<file path="src/rtl/pp_seq_tx.sv">
// Serial pattern transmitter: shifts a latched word out MSB-first on w, each bit
// held DIV clocks, with GAP zero bit-periods between repetitions.
module pp_seq_tx #(
    parameter int WIDTH = 16,
    parameter int DIV   = 1,
    parameter int GAP   = 2
) (
    input  logic                           Clk,
    input  logic                           Rst,
    input  logic [WIDTH-1:0]               data_in,
    input  logic [$clog2(WIDTH+1)-1:0]     len_in,
    input  logic [3:0]                     rep_in,
    input  logic                           start,
    output logic                           ready,
    output logic                           busy,
    output logic                           w,
    output logic                           w_valid,
    output logic                           done
);

    localparam int LW   = $clog2(WIDTH + 1);
    localparam int IW   = $clog2(WIDTH);
    localparam int DW   = $clog2(DIV + 1);
    localparam int GCNT = GAP * DIV;
    localparam int GW   = (GCNT > 0) ? $clog2(GCNT + 1) : 1;

    typedef enum logic [1:0] {S_IDLE, S_SHIFT, S_GAP} state_t;

    state_t            state_q, state_n;
    logic [WIDTH-1:0]  data_q, data_n;
    logic [IW-1:0]     top_q, top_n;
    logic [IW-1:0]     idx_q, idx_n;
    logic [DW-1:0]     div_q, div_n;
    logic [GW-1:0]     gap_q, gap_n;
    logic [3:0]        rep_q, rep_n;
    logic              w_n, wv_n, busy_n, done_n;

    logic [LW-1:0]     len_eff;
    logic [IW-1:0]     top_start;

    // Zero and out-of-range lengths both mean a full-width pattern.
    assign len_eff   = (len_in == '0 || len_in > LW'(WIDTH)) ? LW'(WIDTH) : len_in;
    assign top_start = IW'(len_eff - LW'(1));
    assign ready     = (state_q == S_IDLE);

    always_comb begin
        state_n = state_q;
        data_n  = data_q;
        top_n   = top_q;
        idx_n   = idx_q;
        div_n   = div_q;
        gap_n   = gap_q;
        rep_n   = rep_q;
        w_n     = 1'b0;
        wv_n    = 1'b0;
        busy_n  = 1'b0;
        done_n  = 1'b0;

        unique case (state_q)
            S_IDLE: begin
                if (start) begin
                    data_n  = data_in;
                    top_n   = top_start;
                    rep_n   = rep_in;
                    idx_n   = top_start;
                    div_n   = '0;
                    state_n = S_SHIFT;
                    w_n     = data_in[top_start];
                    wv_n    = 1'b1;
                    busy_n  = 1'b1;
                end
            end

            S_SHIFT: begin
                busy_n = 1'b1;
                wv_n   = 1'b1;
                if (div_q == DW'(DIV - 1)) begin
                    div_n = '0;
                    if (idx_q != '0) begin
                        idx_n = idx_q - 1'b1;
                        w_n   = data_q[idx_q - 1'b1];
                    end else if (rep_q != '0) begin
                        rep_n = rep_q - 1'b1;
                        if (GCNT > 0) begin
                            state_n = S_GAP;
                            gap_n   = '0;
                            wv_n    = 1'b0;
                        end else begin
                            idx_n = top_q;
                            w_n   = data_q[top_q];
                        end
                    end else begin
                        state_n = S_IDLE;
                        busy_n  = 1'b0;
                        wv_n    = 1'b0;
                        done_n  = 1'b1;
                    end
                end else begin
                    div_n = div_q + 1'b1;
                    w_n   = data_q[idx_q];
                end
            end

            S_GAP: begin
                busy_n = 1'b1;
                if (gap_q == GW'(GCNT - 1)) begin
                    state_n = S_SHIFT;
                    idx_n   = top_q;
                    div_n   = '0;
                    w_n     = data_q[top_q];
                    wv_n    = 1'b1;
                end else begin
                    gap_n = gap_q + 1'b1;
                end
            end

            default: state_n = S_IDLE;
        endcase
    end

    always_ff @(posedge Clk or posedge Rst) begin
        if (Rst) begin
            state_q <= S_IDLE;
            data_q  <= '0;
            top_q   <= '0;
            idx_q   <= '0;
            div_q   <= '0;
            gap_q   <= '0;
            rep_q   <= '0;
            w       <= 1'b0;
            w_valid <= 1'b0;
            busy    <= 1'b0;
            done    <= 1'b0;
        end else begin
            state_q <= state_n;
            data_q  <= data_n;
            top_q   <= top_n;
            idx_q   <= idx_n;
            div_q   <= div_n;
            gap_q   <= gap_n;
            rep_q   <= rep_n;
            w       <= w_n;
            w_valid <= wv_n;
            busy    <= busy_n;
            done    <= done_n;
        end
    end

endmodule

</file>
<file path="config.mk">
export PLATFORM = sky130hd
export DESIGN_NAME = pp_seq_tx
export DESIGN_NICKNAME = d
export VERILOG_FILES = /design/src/rtl/pp_seq_tx.sv
export SDC_FILE = /design/constraint.sdc
export NUM_CORES = 1
export LEC_CHECK = 0
export ABC_CLOCK_PERIOD_IN_PS = 2000
export CORE_ASPECT_RATIO = 0.9
export CORE_MARGIN = 2
export CORE_UTILIZATION = 49
export CTS_CLUSTER_SIZE = 10
export DETAILED_ROUTE_END_ITERATION = 8
export GPL_ROUTABILITY_DRIVEN = 1
export HOLD_SLACK_MARGIN = 0.15
export PLACE_DENSITY_LB_ADDON = 0.3
export SETUP_SLACK_MARGIN = 0.1
export SYNTH_ARGS = -nofsm -noshare
export SYNTH_HDL_FRONTEND = slang
export SYNTH_SLANG_ARGS = --single-unit
export TNS_END_PERCENT = 5
</file>
<file path="constraint.sdc">
create_clock -name Clk -period 2 [get_ports Clk]
set_input_delay 0.2 -clock Clk [delete_from_list [all_inputs] [get_ports Clk]]
set_output_delay 0.2 -clock Clk [all_outputs]
set_load 0.03 [all_outputs]
</file>
== After elaboration in Yosys (flattened, before gate mapping) ==
Cells that the tools add are included.
Storage, ports and cells
  register bits: 37
  latch bits: 0
  bits in writable memories: 0
  ROM bits: 0
  input bits: 28
  output and inout bits: 5
  memories kept: 0
Operators by class
  add/subtract/negate cells: 5
  multipliers: 0
  div/mod/pow operators: 0
  magnitude comparators: 5
  equal/unequal tests: 10
  shifts and indexed selects: 0
  muxes and demuxes: 52
  bitwise logic cells: 0
  reductions and logical operators: 14
Operators by type and width (count)
  $mux W4: 9
  $mux W1: 22
  $lt A4 B5 Y1 const B: 4
  $mux W2: 9
  $bmux W1 S4: 4
  $reduce_and A5 Y1: 3
  $ne A2 B2 Y1 const B: 7
  $pmux W1 S3: 4
  $pmux W4 S3: 1
  $sub A4 B1 Y4 const B: 3
  $pmux W4 S2: 1
  $reduce_bool A4 Y1: 2
  $pmux W2 S3: 1
  $gt A5 B5 Y1 const B: 1
  $logic_not A5 Y1: 1
  $eq A2 B1 Y1 const B: 2
  $pmux W2 S2: 1
  $reduce_and A4 Y1: 1
  $reduce_bool A2 Y1: 2
  $reduce_and A3 Y1: 1
  $reduce_bool A3 Y1: 1
  $add A2 B1 Y2 const B: 1
  $eq A2 B2 Y1 const B: 1
  $logic_not A2 Y1: 1
  other kinds (3): 3

== Depth between registers and ports, before layout ==
  word-level depth: 8
  gate-level depth with buffers: 9

== Worst setup path before layout ==
No wires, ideal clock.
  kind: reg2reg
  start point: register idx_q[0]
  end point: register idx_q[0]
  setup time: 0.125 ns
  data arrival time: 1.813 ns
  slack: 0.062 ns
  stages on the path, launching flop included: 9
  path buffers: 1
  path through: dfrtp_1 buf_6 inv_1 ha_1 or3b_1 nand2_1 o21ai_0 nand3_1 mux2_2
Between the ends
  cells in the longest elaborated chain, start to end: 4
RTL lines
  from (decl): line 32  | logic [IW-1:0] idx_q, idx_n;
  from (signal assigned): line 138  | idx_q <= idx_n;
  $sub A4 B1 Y4: line 80  | idx_n = idx_q - 1'b1;
  $mux W4: line 79  | if (idx_q != '0) begin
  $mux W4: line 77  | if (div_q == DW'(DIV - 1)) begin
  $pmux W4 S3: line 59  | unique case (state_q)
Several ways; a longest one is shown, not always the timed one. The select of a mux whose other input is x is not followed.
A chain may end at the register's enable or synchronous reset.

== Worst setup path in the final report ==
  start point: register idx_q[1]
  end point: register w
Between the ends
  cells in the longest elaborated chain, start to end: 6
RTL lines
  $sub A4 B1 Y4: line 81  | w_n = data_q[idx_q - 1'b1];
  $bmux W1 S4: line 81
  $mux W1 (not written as such): line 81
  $mux W1: line 79
  $mux W1 (*): line 77
  $pmux W1 S3 (*): line 59
  net w_n: line 36  | logic w_n, wv_n, busy_n, done_n;
  to (signal assigned): line 142  | w <= w_n;
  to (decl): line 16  | output logic w,
Mark *: on every way through the listed nets, which the timed path passes. The rest lies on a longest branch. The select of a mux whose other input is x is not followed.

==> flow_summary_export.csv <==
group,metric,value,unit
setup_path,crit_family,"multiplexers",
clock_tree,cts_tree,"built",
layout,final_cell_mix,"36 x dfrtp_1, 31 x clkdlybuf4s50_1, 20 x buf_4",
global_route,first_global_vias,1772,
yosys,ys_seq_elements,36,
floorplan,die_area,5010,sq um
timing,finalHoldViolCount,0,
drt,drtIter0Drc,148,
global_route,antenna_found_initial,0,
drt,wirelength,4970,microns
drt,firstDrtPassIters,4,
power_and_ir_drop,ir_drop,0.717,mV
drt,viasPerCell,5.56,
setup_path,endpoint_kind,"flop",
layout,fin_area,2910,sq um
timing,rsz0062_at_grt,"yes",
setup_path,worstSetupPathType,"reg -> reg",
power_and_ir_drop,netSwitchingFraction,39.2,%
placed_design,dp_hpwl,3640,microns
setup_path,start_kind,"flop",
clock_tree,root_buffer,"clkbuf_8",
layout,areaGrowthSynthToFinish,33.0,%
power_and_ir_drop,combPwrFrac,57.5,%
yosys,syn_nets,239,
placed_design,place_inst,309,
drt,ant_nets,0,
layout,final_layout_size_suffix_gt1_share,28.8,%
global_route,grtUsageTotal,22.3,%
timing,fmax,524,MHz
setup_path,crit_fanout,5,
placed_design,place_ws,-0.151,ns
outcome,outcome,"complete, no violations",
power_and_ir_drop,power_density,1590,nW/um^2
yosys,synth_cells,202,
setup_path,crit_buf_inv,1,
setup_path,worstPathArrival,2.09,ns
layout,diodes,0,
clock_tree,cts_buffers,5,
timing,relSlewSlack,70.1,%
yosys,ys_seq_area_share,41.2,%
setup_path,critPathMaxStageDelay,0.47,ns
layout,mostFrequentLayoutCell,"dfrtp_1",
power_and_ir_drop,pwr-share-clk,12.0,%
global_route,grt_pass1_wl,8430,microns
clock_tree,clock-sinks,36,
clock_tree,htree_num_levels,2,
floorplan,pin_count,33,
timing,min_period,1.91,ns
drt,remaining_drc_errors,0,
power_and_ir_drop,power_switching,1.81,mW
global_route,gr-total-overflow,0,
timing,fin_ws,0.0926,ns
drt,num_vias,1775,
floorplan,num_rows,23,
setup_path,slowest_stage,"mux4_2",
placed_design,globalplace.congestion,0.811,
power_and_ir_drop,p_int,2.80,mW
clock_tree,path_clk_slew,0.08,ns
floorplan,core,4370,sq um
layout,fin_cells,319,
timing,setup_viol,0,
yosys,async_reset_ff_share,100,%
yosys,ys_types,41,
floorplan,die_y,67.4,microns
global_route,grt_max_degree,37,
timing,drv_slew,0,
floorplan,die_w,74.4,microns
layout,nets,293,
setup_path,path_common_cell,"mux4_2",
yosys,synth_area,2190,sq um
power_and_ir_drop,power.leakage,1.26,nW
timing,tightest_slew,0.449,ns
setup_path,worstPathRequired,2.18,ns
floorplan,start_util,50.0,%
yosys,synth_flop_cell,"dfrtp_1",
clock_tree,clkLatencyLatePin,0.29,ns
power_and_ir_drop,p_seq_share,30.5,%
clock_tree,cts_buffer_depth,2,
setup_path,critical_path.cell_chain,"inv_1 > ha_4 > mux4_2 > mux4_2 > a32oi_1 > a21oi_1",
placed_design,placed_area,2710,sq um
yosys,ys_warn_count,0,
timing,fin_crit_sh,95.4,%
yosys,avgSynthCellArea,10.8,sq um
min_path,hp-class,"in -> async",
timing,fin_skew,0.00500,ns
yosys,synth_edf_count,0,
flow_run,maxCapViolations,0,
drt,wl_per_cell,15.6,microns
placed_design,port_buffers,32,
[final timing paths]
path                                from        end  slack (ns)  cells past startpoint
worst max-delay path            idx_q[1]          w        0.09                      6
worst min-delay path                 Rst  data_q[9]        0.30                      3
worst max register to register  idx_q[1]          w        0.09                      6
worst min register to register  rep_q[0]   rep_q[0]        0.51                      1
max in group asynchronous            Rst  data_q[7]        1.37                      3
min in group Clk                rep_q[0]   rep_q[0]        0.51                      1
[logic make-up after synthesis]
logic type	after synthesis	share of synthesized area (%)
flops	36	41.2
xor+xnor	5	2.00
compound gates	45	13.6
buf+inv	23	4.75
simple gates	50	10.9
mux	34	22.3
fa+ha+maj	9	5.15
[metal layers]
metal	share of wire, %	GRT usage [%]	wire (microns)	up-vias
li1	-	-	-	847
met1	44	29.4	2190	864
met2	49	36.2	2430	52
met3	4.7	4.93	235	12
met4	2.2	8.04	108	0
met5	0	0	0	-
[per-stage QoR]
| step | hold slack, ns | setup TNS (ns) | util [%] | power (mW) |
|---|---|---|---|---|
| after floorplan | 0.351 | 0 | - | 3.00 |
| after global placement | 0.497 | -0.0768 | 62.0 | 3.64 |
| after detailed placement | 0.504 | -0.151 | 62.0 | 3.72 |
| after CTS | 0.325 | 0 | 64.2 | 4.27 |
| after global routing | 0.368 | -0.00241 | 66.4 | 4.97 |
| final | 0.304 | 0 | 66.4 | 4.61 |
[synth_stat cells, drive strengths merged (5+ instances only)]
| cell type | count | area share [%] |
|---|---|---|
| mux2i | 6 | 2.7 |
| o21ai | 14 | 3.2 |
| nor3 | 5 | 1.1 |
| clkbuf | 5 | 0.86 |
| inv | 14 | 2.4 |
| dfrtp | 36 | 41 |
| mux2 | 19 | 9.8 |
| ha | 9 | 5.2 |
| nand2 | 16 | 2.7 |
| mux4 | 9 | 9.8 |
| a221oi | 5 | 2.0 |
| a21oi | 9 | 2.1 |
| nor2 | 13 | 2.2 |
[registers in the layout, summed over array words and instances (netlist names)]
| signal | flops |
|---|---|
| top_q | 4 |
| idx_q | 4 |
| busy | 1 |
| done | 1 |
| gap_q | 2 |
| data_q | 16 |
| w_valid | 1 |
| state_q | 2 |
| w | 1 |
| rep_q | 4 |
[final cells by class]
type                            count  area (sq um)
Inverter                           14          52.6
Sequential cell                    36           901
Tap cell                           62          77.6
Clock inverter                      2          15.0
Fill cell                         359          1470
Timing Repair Buffer               56           523
Multi-Input combinational cell    143          1250
Clock buffer                        6          82.6
[power by group through the flow]
stage	clock (mW)	combinational, mW	sequential (mW)
floorplan	0	1.67	1.33
global placement	0	2.26	1.38
detailed placement	0	2.32	1.40
CTS	0.566	2.32	1.38
global route	0.604	2.91	1.45
finish	0.553	2.65	1.41
[tightest hold or removal path: stages]
cell,delay [ns]
clkdlybuf4s50_1,0.39
inv_1,0.05
buf_4,0.38
[repair_timing]
action,in CTS,in global routing
setup buffers,0,2
pin swaps,0,3
hold buffers,0,0
endpoints found under the hold margin,0,0
endpoints found under the setup margin,3,12
gates resized for setup,1,26
Note: power is estimated with default switching activity, not from simulation.
